### config.mk
export PLATFORM = sky130hd
export DESIGN_NAME = multicycle_ctrl_hs_flat
export DESIGN_NICKNAME = d
export VERILOG_FILES = /design/src/rtl/multicycle_ctrl_hs_pkg.sv /design/src/rtl/multicycle_ctrl_hs_if.sv /design/src/rtl/multicycle_ctrl_hs_decode.sv /design/src/rtl/multicycle_ctrl_hs.sv /design/src/flat_wrapper.sv
export SDC_FILE = /design/constraint.sdc
export NUM_CORES = 1
export LEC_CHECK = 0
export CELL_PAD_IN_SITES_DETAIL_PLACEMENT = 0
export CELL_PAD_IN_SITES_GLOBAL_PLACEMENT = 1
export CORE_UTILIZATION = 34
export CTS_CLUSTER_SIZE = 30
export DETAILED_ROUTE_END_ITERATION = 7
export GPL_TIMING_DRIVEN = 0
export PLACE_DENSITY = 0.8
export SETUP_SLACK_MARGIN = 0.3
export SYNTH_ARGS = -nofsm -noshare
export SYNTH_HDL_FRONTEND = slang
export SYNTH_HIERARCHICAL = 1
export SYNTH_SLANG_ARGS = --single-unit
export TNS_END_PERCENT = 30
### constraint.sdc
create_clock -name CLK -period 3 [get_ports CLK]
set_clock_uncertainty 0.05 [all_clocks]
set_input_delay 0.75 -clock CLK [delete_from_list [all_inputs] [get_ports CLK]]
set_output_delay 0.75 -clock CLK [all_outputs]
set_load 0.02 [all_outputs]
### src/rtl/multicycle_ctrl_hs_pkg.sv
// Shared encodings for the multi-cycle CPU controller: FSM states, opcodes,
// ALU function codes and datapath select encodings.
package multicycle_ctrl_pkg;

    typedef enum logic [3:0] {
        S_IF     = 4'd0,
        S_ID     = 4'd1,
        S_EXE_AL = 4'd2,
        S_WB_AL  = 4'd3,
        S_EXE_LS = 4'd4,
        S_MEM    = 4'd5,
        S_WB_L   = 4'd6,
        S_EXE_BR = 4'd7,
        S_HALT   = 4'd8
    } state_e;

    localparam logic [5:0] OP_ADD  = 6'b000000;
    localparam logic [5:0] OP_ADDI = 6'b000001;
    localparam logic [5:0] OP_SUB  = 6'b000010;
    localparam logic [5:0] OP_ORI  = 6'b010000;
    localparam logic [5:0] OP_AND  = 6'b010001;
    localparam logic [5:0] OP_OR   = 6'b010010;
    localparam logic [5:0] OP_SLL  = 6'b011000;
    localparam logic [5:0] OP_MOVE = 6'b100000;
    localparam logic [5:0] OP_SLT  = 6'b100111;
    localparam logic [5:0] OP_SW   = 6'b110000;
    localparam logic [5:0] OP_LW   = 6'b110001;
    localparam logic [5:0] OP_BEQ  = 6'b110100;
    localparam logic [5:0] OP_J    = 6'b111000;
    localparam logic [5:0] OP_JR   = 6'b111001;
    localparam logic [5:0] OP_JAL  = 6'b111010;
    localparam logic [5:0] OP_HALT = 6'b111111;

    localparam logic [2:0] ALU_ADD = 3'b000;
    localparam logic [2:0] ALU_SUB = 3'b001;
    localparam logic [2:0] ALU_SLL = 3'b010;
    localparam logic [2:0] ALU_OR  = 3'b011;
    localparam logic [2:0] ALU_AND = 3'b100;
    localparam logic [2:0] ALU_SLT = 3'b110;

    localparam logic [1:0] EXT_SA   = 2'b00;
    localparam logic [1:0] EXT_ZERO = 2'b01;
    localparam logic [1:0] EXT_SIGN = 2'b10;

    localparam logic [1:0] PC_SEQ = 2'b00;
    localparam logic [1:0] PC_BR  = 2'b01;
    localparam logic [1:0] PC_JR  = 2'b10;
    localparam logic [1:0] PC_JMP = 2'b11;

    localparam logic [1:0] REG_RA = 2'b00;
    localparam logic [1:0] REG_RT = 2'b01;
    localparam logic [1:0] REG_RD = 2'b10;

    // Register-writing ALU instructions that take the EXE_AL/WB_AL path.
    function automatic logic is_alu_op(input logic [5:0] op);
        case (op)
            OP_ADD, OP_ADDI, OP_SUB, OP_ORI, OP_AND,
            OP_OR, OP_SLL, OP_MOVE, OP_SLT: return 1'b1;
            default:                        return 1'b0;
        endcase
    endfunction

endpackage

### src/rtl/multicycle_ctrl_hs_if.sv
// Controller <-> datapath bundle: IR opcode, flags, memory handshake in;
// write enables, mux selects and status out.
interface multicycle_ctrl_hs_if #(parameter int ALUOP_W = 3);
    logic [5:0]         op;
    logic               zero;
    logic               mem_ready;
    logic               resume;
    logic               PCWre;
    logic               RegWre;
    logic               DataMemRW;
    logic               mem_req;
    logic               IRWre;
    logic               InsMemRW;
    logic               ALUSrcB;
    logic               ALUM2Reg;
    logic               WrRegData;
    logic [1:0]         ExtSel;
    logic [1:0]         PCSrc;
    logic [1:0]         RegOut;
    logic [ALUOP_W-1:0] ALUOp;
    logic               halted;
    logic               illegal_op;
    logic               bus_err;
    logic [3:0]         state;

    modport master (
        input  op, zero, mem_ready, resume,
        output PCWre, RegWre, DataMemRW, mem_req, IRWre, InsMemRW,
               ALUSrcB, ALUM2Reg, WrRegData, ExtSel, PCSrc, RegOut, ALUOp,
               halted, illegal_op, bus_err, state
    );

    modport slave (
        output op, zero, mem_ready, resume,
        input  PCWre, RegWre, DataMemRW, mem_req, IRWre, InsMemRW,
               ALUSrcB, ALUM2Reg, WrRegData, ExtSel, PCSrc, RegOut, ALUOp,
               halted, illegal_op, bus_err, state
    );
endinterface

### src/rtl/multicycle_ctrl_hs_decode.sv
// Combinational datapath decode: opcode and ALU zero flag to mux selects
// and ALU function.
module multicycle_ctrl_decode
    import multicycle_ctrl_pkg::*;
#(
    parameter int ALUOP_W = 3
) (
    input  logic [5:0]         op,
    input  logic               zero,
    output logic               ALUSrcB,
    output logic               ALUM2Reg,
    output logic               WrRegData,
    output logic [1:0]         ExtSel,
    output logic [1:0]         PCSrc,
    output logic [1:0]         RegOut,
    output logic [ALUOP_W-1:0] ALUOp
);
    logic [2:0] alu_code;

    always_comb begin
        ALUSrcB   = 1'b0;
        ALUM2Reg  = 1'b0;
        WrRegData = 1'b1;
        ExtSel    = EXT_SA;
        PCSrc     = PC_SEQ;
        RegOut    = REG_RA;
        alu_code  = ALU_ADD;
        case (op)
            OP_ADD:  RegOut = REG_RD;
            OP_ADDI: begin RegOut = REG_RT; ALUSrcB = 1'b1; ExtSel = EXT_SIGN; end
            OP_SUB:  begin RegOut = REG_RD; alu_code = ALU_SUB; end
            OP_ORI:  begin RegOut = REG_RT; ALUSrcB = 1'b1; ExtSel = EXT_ZERO; alu_code = ALU_OR; end
            OP_AND:  begin RegOut = REG_RD; alu_code = ALU_AND; end
            OP_OR:   begin RegOut = REG_RD; alu_code = ALU_OR; end
            OP_SLL:  begin RegOut = REG_RD; ALUSrcB = 1'b1; ExtSel = EXT_SA; alu_code = ALU_SLL; end
            OP_MOVE: RegOut = REG_RD;
            OP_SLT:  begin RegOut = REG_RD; alu_code = ALU_SLT; end
            OP_SW:   begin ALUSrcB = 1'b1; ExtSel = EXT_SIGN; end
            OP_LW:   begin RegOut = REG_RT; ALUSrcB = 1'b1; ExtSel = EXT_SIGN; ALUM2Reg = 1'b1; end
            OP_BEQ:  begin ExtSel = EXT_SIGN; alu_code = ALU_SUB; PCSrc = zero ? PC_BR : PC_SEQ; end
            OP_J:    PCSrc = PC_JMP;
            OP_JR:   PCSrc = PC_JR;
            // Link register is written with PC+4 rather than an ALU result.
            OP_JAL:  begin PCSrc = PC_JMP; RegOut = REG_RA; WrRegData = 1'b0; end
            default: ;
        endcase
    end

    assign ALUOp = ALUOP_W'(alu_code);
endmodule

### src/rtl/multicycle_ctrl_hs.sv
// Multi-cycle CPU control FSM with DM ready/timeout handshake, HALT/resume and
// illegal-opcode flagging. Optional perf counters under MULTICYCLE_CTRL_PERF_EN.
module multicycle_ctrl_hs
    import multicycle_ctrl_pkg::*;
#(
    parameter int ALUOP_W     = 3,
    parameter int TMO_W       = 4,
    parameter int MEM_TIMEOUT = 15
) (
    input  logic                CLK,
    input  logic                reset,
    multicycle_ctrl_hs_if.master bus
`ifdef MULTICYCLE_CTRL_PERF_EN
    ,
    output logic [31:0]         cycle_cnt,
    output logic [31:0]         instr_cnt
`endif
);
    state_e             state_q, state_d;
    logic [5:0]         op_q, op_d;
    logic [TMO_W-1:0]   wait_cnt_q, wait_cnt_d;
    logic               pc_wre, reg_wre, ir_wre, mem_req, illegal, bus_err, halted;

    always_comb begin
        state_d    = state_q;
        op_d       = op_q;
        wait_cnt_d = wait_cnt_q;
        pc_wre     = 1'b0;
        reg_wre    = 1'b0;
        ir_wre     = 1'b0;
        mem_req    = 1'b0;
        illegal    = 1'b0;
        bus_err    = 1'b0;
        halted     = 1'b0;
        case (state_q)
            S_IF: begin
                ir_wre  = 1'b1;
                op_d    = bus.op;
                state_d = S_ID;
            end
            S_ID: begin
                case (op_q)
                    OP_BEQ:        state_d = S_EXE_BR;
                    OP_SW, OP_LW:  state_d = S_EXE_LS;
                    OP_J, OP_JR:   begin pc_wre = 1'b1; state_d = S_IF; end
                    OP_JAL:        begin pc_wre = 1'b1; reg_wre = 1'b1; state_d = S_IF; end
                    OP_HALT:       state_d = S_HALT;
                    default: begin
                        if (is_alu_op(op_q)) begin
                            state_d = S_EXE_AL;
                        end else begin
                            // Unknown opcodes retire as a nop so the PC still advances.
                            illegal = 1'b1;
                            pc_wre  = 1'b1;
                            state_d = S_IF;
                        end
                    end
                endcase
            end
            S_EXE_AL: state_d = S_WB_AL;
            S_WB_AL:  begin reg_wre = 1'b1; pc_wre = 1'b1; state_d = S_IF; end
            S_EXE_LS: begin wait_cnt_d = '0; state_d = S_MEM; end
            S_MEM: begin
                mem_req = 1'b1;
                // A completing access wins over a timeout in the same cycle.
                if (bus.mem_ready) begin
                    if (op_q == OP_SW) begin
                        pc_wre  = 1'b1;
                        state_d = S_IF;
                    end else begin
                        state_d = S_WB_L;
                    end
                end else if (wait_cnt_q == TMO_W'(MEM_TIMEOUT)) begin
                    bus_err = 1'b1;
                    state_d = S_HALT;
                end else begin
                    wait_cnt_d = wait_cnt_q + 1'b1;
                end
            end
            S_WB_L:   begin reg_wre = 1'b1; pc_wre = 1'b1; state_d = S_IF; end
            S_EXE_BR: begin pc_wre = 1'b1; state_d = S_IF; end
            S_HALT: begin
                halted = 1'b1;
                if (bus.resume) state_d = S_IF;
            end
            default: state_d = S_IF;
        endcase
    end

    always_ff @(posedge CLK) begin
        if (reset) begin
            state_q    <= S_IF;
            op_q       <= '0;
            wait_cnt_q <= '0;
        end else begin
            state_q    <= state_d;
            op_q       <= op_d;
            wait_cnt_q <= wait_cnt_d;
        end
    end

    // During IF the decode looks through to the live IR opcode.
    multicycle_ctrl_decode #(.ALUOP_W(ALUOP_W)) u_decode (
        .op        ((state_q == S_IF) ? bus.op : op_q),
        .zero      (bus.zero),
        .ALUSrcB   (bus.ALUSrcB),
        .ALUM2Reg  (bus.ALUM2Reg),
        .WrRegData (bus.WrRegData),
        .ExtSel    (bus.ExtSel),
        .PCSrc     (bus.PCSrc),
        .RegOut    (bus.RegOut),
        .ALUOp     (bus.ALUOp)
    );

    assign bus.PCWre      = pc_wre;
    assign bus.RegWre     = reg_wre;
    assign bus.IRWre      = ir_wre;
    assign bus.mem_req    = mem_req;
    assign bus.DataMemRW  = mem_req && (op_q == OP_SW);
    assign bus.InsMemRW   = 1'b0;
    assign bus.halted     = halted;
    assign bus.illegal_op = illegal;
    assign bus.bus_err    = bus_err;
    assign bus.state      = state_q;

`ifdef MULTICYCLE_CTRL_PERF_EN
    logic [31:0] cycle_cnt_q, cycle_cnt_d, instr_cnt_q, instr_cnt_d;

    always_comb begin
        cycle_cnt_d = cycle_cnt_q + 32'd1;
        instr_cnt_d = instr_cnt_q + {31'd0, pc_wre};
    end

    always_ff @(posedge CLK) begin
        if (reset) begin
            cycle_cnt_q <= '0;
            instr_cnt_q <= '0;
        end else begin
            cycle_cnt_q <= cycle_cnt_d;
            instr_cnt_q <= instr_cnt_d;
        end
    end

    assign cycle_cnt = cycle_cnt_q;
    assign instr_cnt = instr_cnt_q;
`endif
endmodule

### src/flat_wrapper.sv
// flat-port wrapper written by rule: the top's interface ports become plain ports
module multicycle_ctrl_hs_flat import multicycle_ctrl_pkg::*;
#(
    parameter int ALUOP_W     = 3,
    parameter int TMO_W       = 4,
    parameter int MEM_TIMEOUT = 15
)
  (CLK, reset, bus_op, bus_zero, bus_mem_ready, bus_resume, bus_PCWre, bus_RegWre, bus_DataMemRW, bus_mem_req, bus_IRWre, bus_InsMemRW, bus_ALUSrcB, bus_ALUM2Reg, bus_WrRegData, bus_ExtSel, bus_PCSrc, bus_RegOut, bus_ALUOp, bus_halted, bus_illegal_op, bus_bus_err, bus_state);
  multicycle_ctrl_hs_if #(.ALUOP_W(ALUOP_W)) bus_i ();
  input  logic CLK;
  input  logic reset;
  input wire logic [$bits(bus_i.op)-1:0] bus_op;
  input wire logic [$bits(bus_i.zero)-1:0] bus_zero;
  input wire logic [$bits(bus_i.mem_ready)-1:0] bus_mem_ready;
  input wire logic [$bits(bus_i.resume)-1:0] bus_resume;
  output wire logic [$bits(bus_i.PCWre)-1:0] bus_PCWre;
  output wire logic [$bits(bus_i.RegWre)-1:0] bus_RegWre;
  output wire logic [$bits(bus_i.DataMemRW)-1:0] bus_DataMemRW;
  output wire logic [$bits(bus_i.mem_req)-1:0] bus_mem_req;
  output wire logic [$bits(bus_i.IRWre)-1:0] bus_IRWre;
  output wire logic [$bits(bus_i.InsMemRW)-1:0] bus_InsMemRW;
  output wire logic [$bits(bus_i.ALUSrcB)-1:0] bus_ALUSrcB;
  output wire logic [$bits(bus_i.ALUM2Reg)-1:0] bus_ALUM2Reg;
  output wire logic [$bits(bus_i.WrRegData)-1:0] bus_WrRegData;
  output wire logic [$bits(bus_i.ExtSel)-1:0] bus_ExtSel;
  output wire logic [$bits(bus_i.PCSrc)-1:0] bus_PCSrc;
  output wire logic [$bits(bus_i.RegOut)-1:0] bus_RegOut;
  output wire logic [$bits(bus_i.ALUOp)-1:0] bus_ALUOp;
  output wire logic [$bits(bus_i.halted)-1:0] bus_halted;
  output wire logic [$bits(bus_i.illegal_op)-1:0] bus_illegal_op;
  output wire logic [$bits(bus_i.bus_err)-1:0] bus_bus_err;
  output wire logic [$bits(bus_i.state)-1:0] bus_state;
  assign bus_i.op = bus_op;
  assign bus_i.zero = bus_zero;
  assign bus_i.mem_ready = bus_mem_ready;
  assign bus_i.resume = bus_resume;
  assign bus_PCWre = bus_i.PCWre;
  assign bus_RegWre = bus_i.RegWre;
  assign bus_DataMemRW = bus_i.DataMemRW;
  assign bus_mem_req = bus_i.mem_req;
  assign bus_IRWre = bus_i.IRWre;
  assign bus_InsMemRW = bus_i.InsMemRW;
  assign bus_ALUSrcB = bus_i.ALUSrcB;
  assign bus_ALUM2Reg = bus_i.ALUM2Reg;
  assign bus_WrRegData = bus_i.WrRegData;
  assign bus_ExtSel = bus_i.ExtSel;
  assign bus_PCSrc = bus_i.PCSrc;
  assign bus_RegOut = bus_i.RegOut;
  assign bus_ALUOp = bus_i.ALUOp;
  assign bus_halted = bus_i.halted;
  assign bus_illegal_op = bus_i.illegal_op;
  assign bus_bus_err = bus_i.bus_err;
  assign bus_state = bus_i.state;
  multicycle_ctrl_hs #(.ALUOP_W(ALUOP_W), .TMO_W(TMO_W), .MEM_TIMEOUT(MEM_TIMEOUT)) u_core (.CLK(CLK), .reset(reset), .bus(bus_i));
endmodule
==> summary.md <==
| Metric | Value |
|---|---|
| Status | complete, but fails checks |
| Failing checks | negative setup slack |
| Area grow syn2layout | 54.5% |
| Post-Synthesis Cell Area | 1340 sq um |
| Crit path max fanout | 8 |
| Die area | around 4200 sq um |
| Sequential cell area fraction in the yosys report | 21.0% |
| Final setup margin | -0.102 ns |
| First-pass GRT wire length | between 6000 and 7000 um |
| Async set-reset flop share out of synthesis | 0% |
| Post-place setup slack | -0.641 ns |
| Count leader, synth | nor2_1 |
| Clk root buf | clkbuf_8 |
| Pwr dens | 758 nW/um^2 |
| Initial antenna violation count | 0 |
| Req. time, crit path | roughly 2.2 ns |
| Worst setup path endpoint | bus_RegOut[1] |
| Clock Path Buffers | 2 |
| Yosys warning total | 6 |
| Largest net degree at the start of global routing | 11 |
| Hold buffer count at CTS | 0 |
| Top-Level Pins | 36 |
| R2r setup slk | approximately 1.2 ns |
| Post-Synthesis Cells | 182 |
| Period utilisation layout | 103% |
| Max Freq | 0.322 GHz |
| Crit path from | bus_op[0] |
| Routed wire per std cell | 13.8 um |
| Synth cell count leaders | nor2_1, dfxtp_1, a21oi_1, nand3_1 |
| Vias in the first global route | 1473 |
| H-tree levels | 1 |
| DR iter-0 viols | 90 |
| Reg clk slew, reported paths | 0.06 ns |
| TritonCTS Buffers | 3 |
| Setup violations, final | 8 |
| Post-synth EDFFs | 0 |
| CP max stage delay | 0.41 ns |
| Setup CP Type | primary input to output pin |
| Critical Path AT | between 2 and 2.5 ns |
| Post-route design area | 2070 sq um |
| Synthesized net count | 194 |
| Setup crit start kind | primary input |
| Clock Latency Late Sink | 0.24 ns |
| Final net count | 250 |
| Syn_area_per_cell | 7.35 sq um |
| Endpoint class of the critical path | output pin |
| Post-DP Area | 1780 sq um |
| All-Layer GR Usage | 19.6% |
| Leakage power | 0.849 nW |
| Vias | 1560 |
| Fin crit period | 3.10 ns |
| R2r endpoint | u_core/wait_cnt_q[0] |
| CTS sink count | 14 |
| Remaining global-route overflow | 0 |
| Reg-to-Reg Start | u_core/bus.state[1] |
| Die Ht | between 60 and 70 um |
| Share of post-route cells with drive strength above 1 | a little over a third |
| Main flop type after synthesis | dfxtp_1 |
| Max stage delay cell, worst path | clkdlybuf4s50_1 |
| DRC Markers | 0 |
| Final hold violation count | 0 |
| Critical path, cell by cell | clkdlybuf4s50_1 -> mux2_2 -> buf_6 -> and4b_2 -> o211ai_1 -> o211ai_1 -> buf_4 |
| Non-filler cells in the finished layout | roughly 290 |
| DR vias/cell | 5.47 |
| FF+latch count, synth | 14 |
| Rows | 22 |
| WP buf/inv | 3 |
| PnR Total Power | between 1.5 and 2 mW |
| Multi-input logic area | ~1000 sq um |
| Reg2Reg Depth | 6 |
| Hpwl dp | 2630 um |
| Starting density of the core | approximately 36% |
| RSZ-0062 raised after global routing | yes |
| Setup TNS | -0.319 ns |
| Filler cells | between 300 and 400 |
| Max Cap Viol | 0 |
| Flip-flop and latch area | roughly 300 sq um |
| Most common cell on crit path | o211ai_1 |
| Ant diodes | 0 |
| Wirelength, routed | 3940 um |
| Count of unique library cells instantiated by Yosys | between 50 and 60 |
| TritonCTS clock tree | built |
| Port bufs | 32 |
| Routed Antenna Nets | 0 |
| Critical path depth | 7 |
| CP delay by family, top | buffers and inverters |
| Drt pass-1 iters | 4 |
| Area contributors post-synth | dfxtp_1, mux2_2, a21oi_1, nand3_1, nor2_1 |
| Placer Congestion | slightly above 0.8 |
| Slew Viols, Final | 0 |
| DIE WIDTH | 64.7 um |
| Core area | around 3700 sq um |
| Maximum vdd drop | 0.481 mV |
| Worst Hold Class | flop to flop |
| Placed cell count | around 260 |
| Share of the synthesized area in the top cell type | 21.0% |
| Leading area contributor after synthesis | dfxtp_1 |
==> sequential cells by signal (all words and copies together) (netlist names) <==
signal and cells:
u_core/bus.state 4, u_core/op_q 6, u_core/wait_cnt_q 4
==> worst min-delay path, cell delays in order (launching register included) <==
cell and delay [ns]:
dfxtp_1 0.33, o21ai_0 0.09, a211oi_1 0.08
==> where the power goes <==
group          internal [mW]  switching, mW  leakage, nW
sequential             0.217         0.0240        0.117
clock                  0.116         0.0697       0.0288
combinational          0.580          0.560        0.703
total                  0.913          0.654        0.849
==> worst min path at each step <==
stage	start	to	slack, ns	depth (start not counted)
floorplan	u_core/wait_cnt_q[1]	u_core/wait_cnt_q[1]	0.44	2
global placement	u_core/wait_cnt_q[1]	u_core/wait_cnt_q[1]	0.46	2
detailed placement	u_core/wait_cnt_q[1]	u_core/wait_cnt_q[1]	0.49	2
CTS	u_core/wait_cnt_q[1]	u_core/wait_cnt_q[1]	0.51	2
global route	u_core/wait_cnt_q[1]	u_core/wait_cnt_q[1]	0.53	2
finish	u_core/wait_cnt_q[1]	u_core/wait_cnt_q[1]	0.50	2
==> metrics by stage <==
step / hold WS [ns] / utilization, %
5_1_grt: 0.533 / 55.6
4_1_cts: 0.506 / 54.2
3_3_place_gp: 0.459 / 48.0
3_5_place_dp: 0.488 / 48.0
2_1_floorplan: 0.440 / -
6_report: 0.501 / 55.6
==> kinds of logic after synthesis <==
logic type | count (synthesis) | share of synthesized area [%]
buffers and inverters | 23 | 7.95
muxes | 6 | 5.05
AOI/OAI and AO/OA | 52 | 26.8
adders and majority gates | 1 | 0.935
other | 1 | 0.280
DFF | 14 | 21.0
xor gates and xnor gates | 1 | 0.655
and+or+nand+nor | 84 | 37.4
==> cell usage in the layout, fill, tap and decap left out, types with 4 or more instances in the layout <==
cell type / n
nand2b_1: 4
inv_1: 5
clkbuf_2: 5
buf_2: 4
a21oi_1: 9
a31oi_1: 4
nand2_1: 7
buf_4: 22
buf_6: 12
o21ai_0: 7
and2_1: 7
nand3_1: 12
clkbuf_8: 4
nor2b_1: 5
nor2_1: 12
clkdlybuf4s50_1: 12
dfxtp_1: 10
mux2_4: 4
dlygate4sd2_1: 7
nor3_1: 8
==> per-layer routing <==
metal	track usage (%)	vias up	wire length, um
li1	-	781	-
met1	26.3	728	1830
met2	32.2	47	1890
met3	1.06	4	167
met4	8.06	0	53
met5	0	-	0
==> repair_timing <==
action,CTS,global route
gates resized for setup,97,12
buffers inserted,16,3
pin swaps,11,3
endpoints found under the setup margin,20,17
==> cell type report <==
class | count | share of cell area, %
buffer | 18 | 6.48
clock buffer | 4 | 2.66
inverter | 5 | 0.908
multi-input combinational | 145 | 50.2
sequential | 14 | 14.2
tap | 48 | 2.91
timing repair buffer | 51 | 22.6
Note: power is estimated with default switching activity, not from simulation.
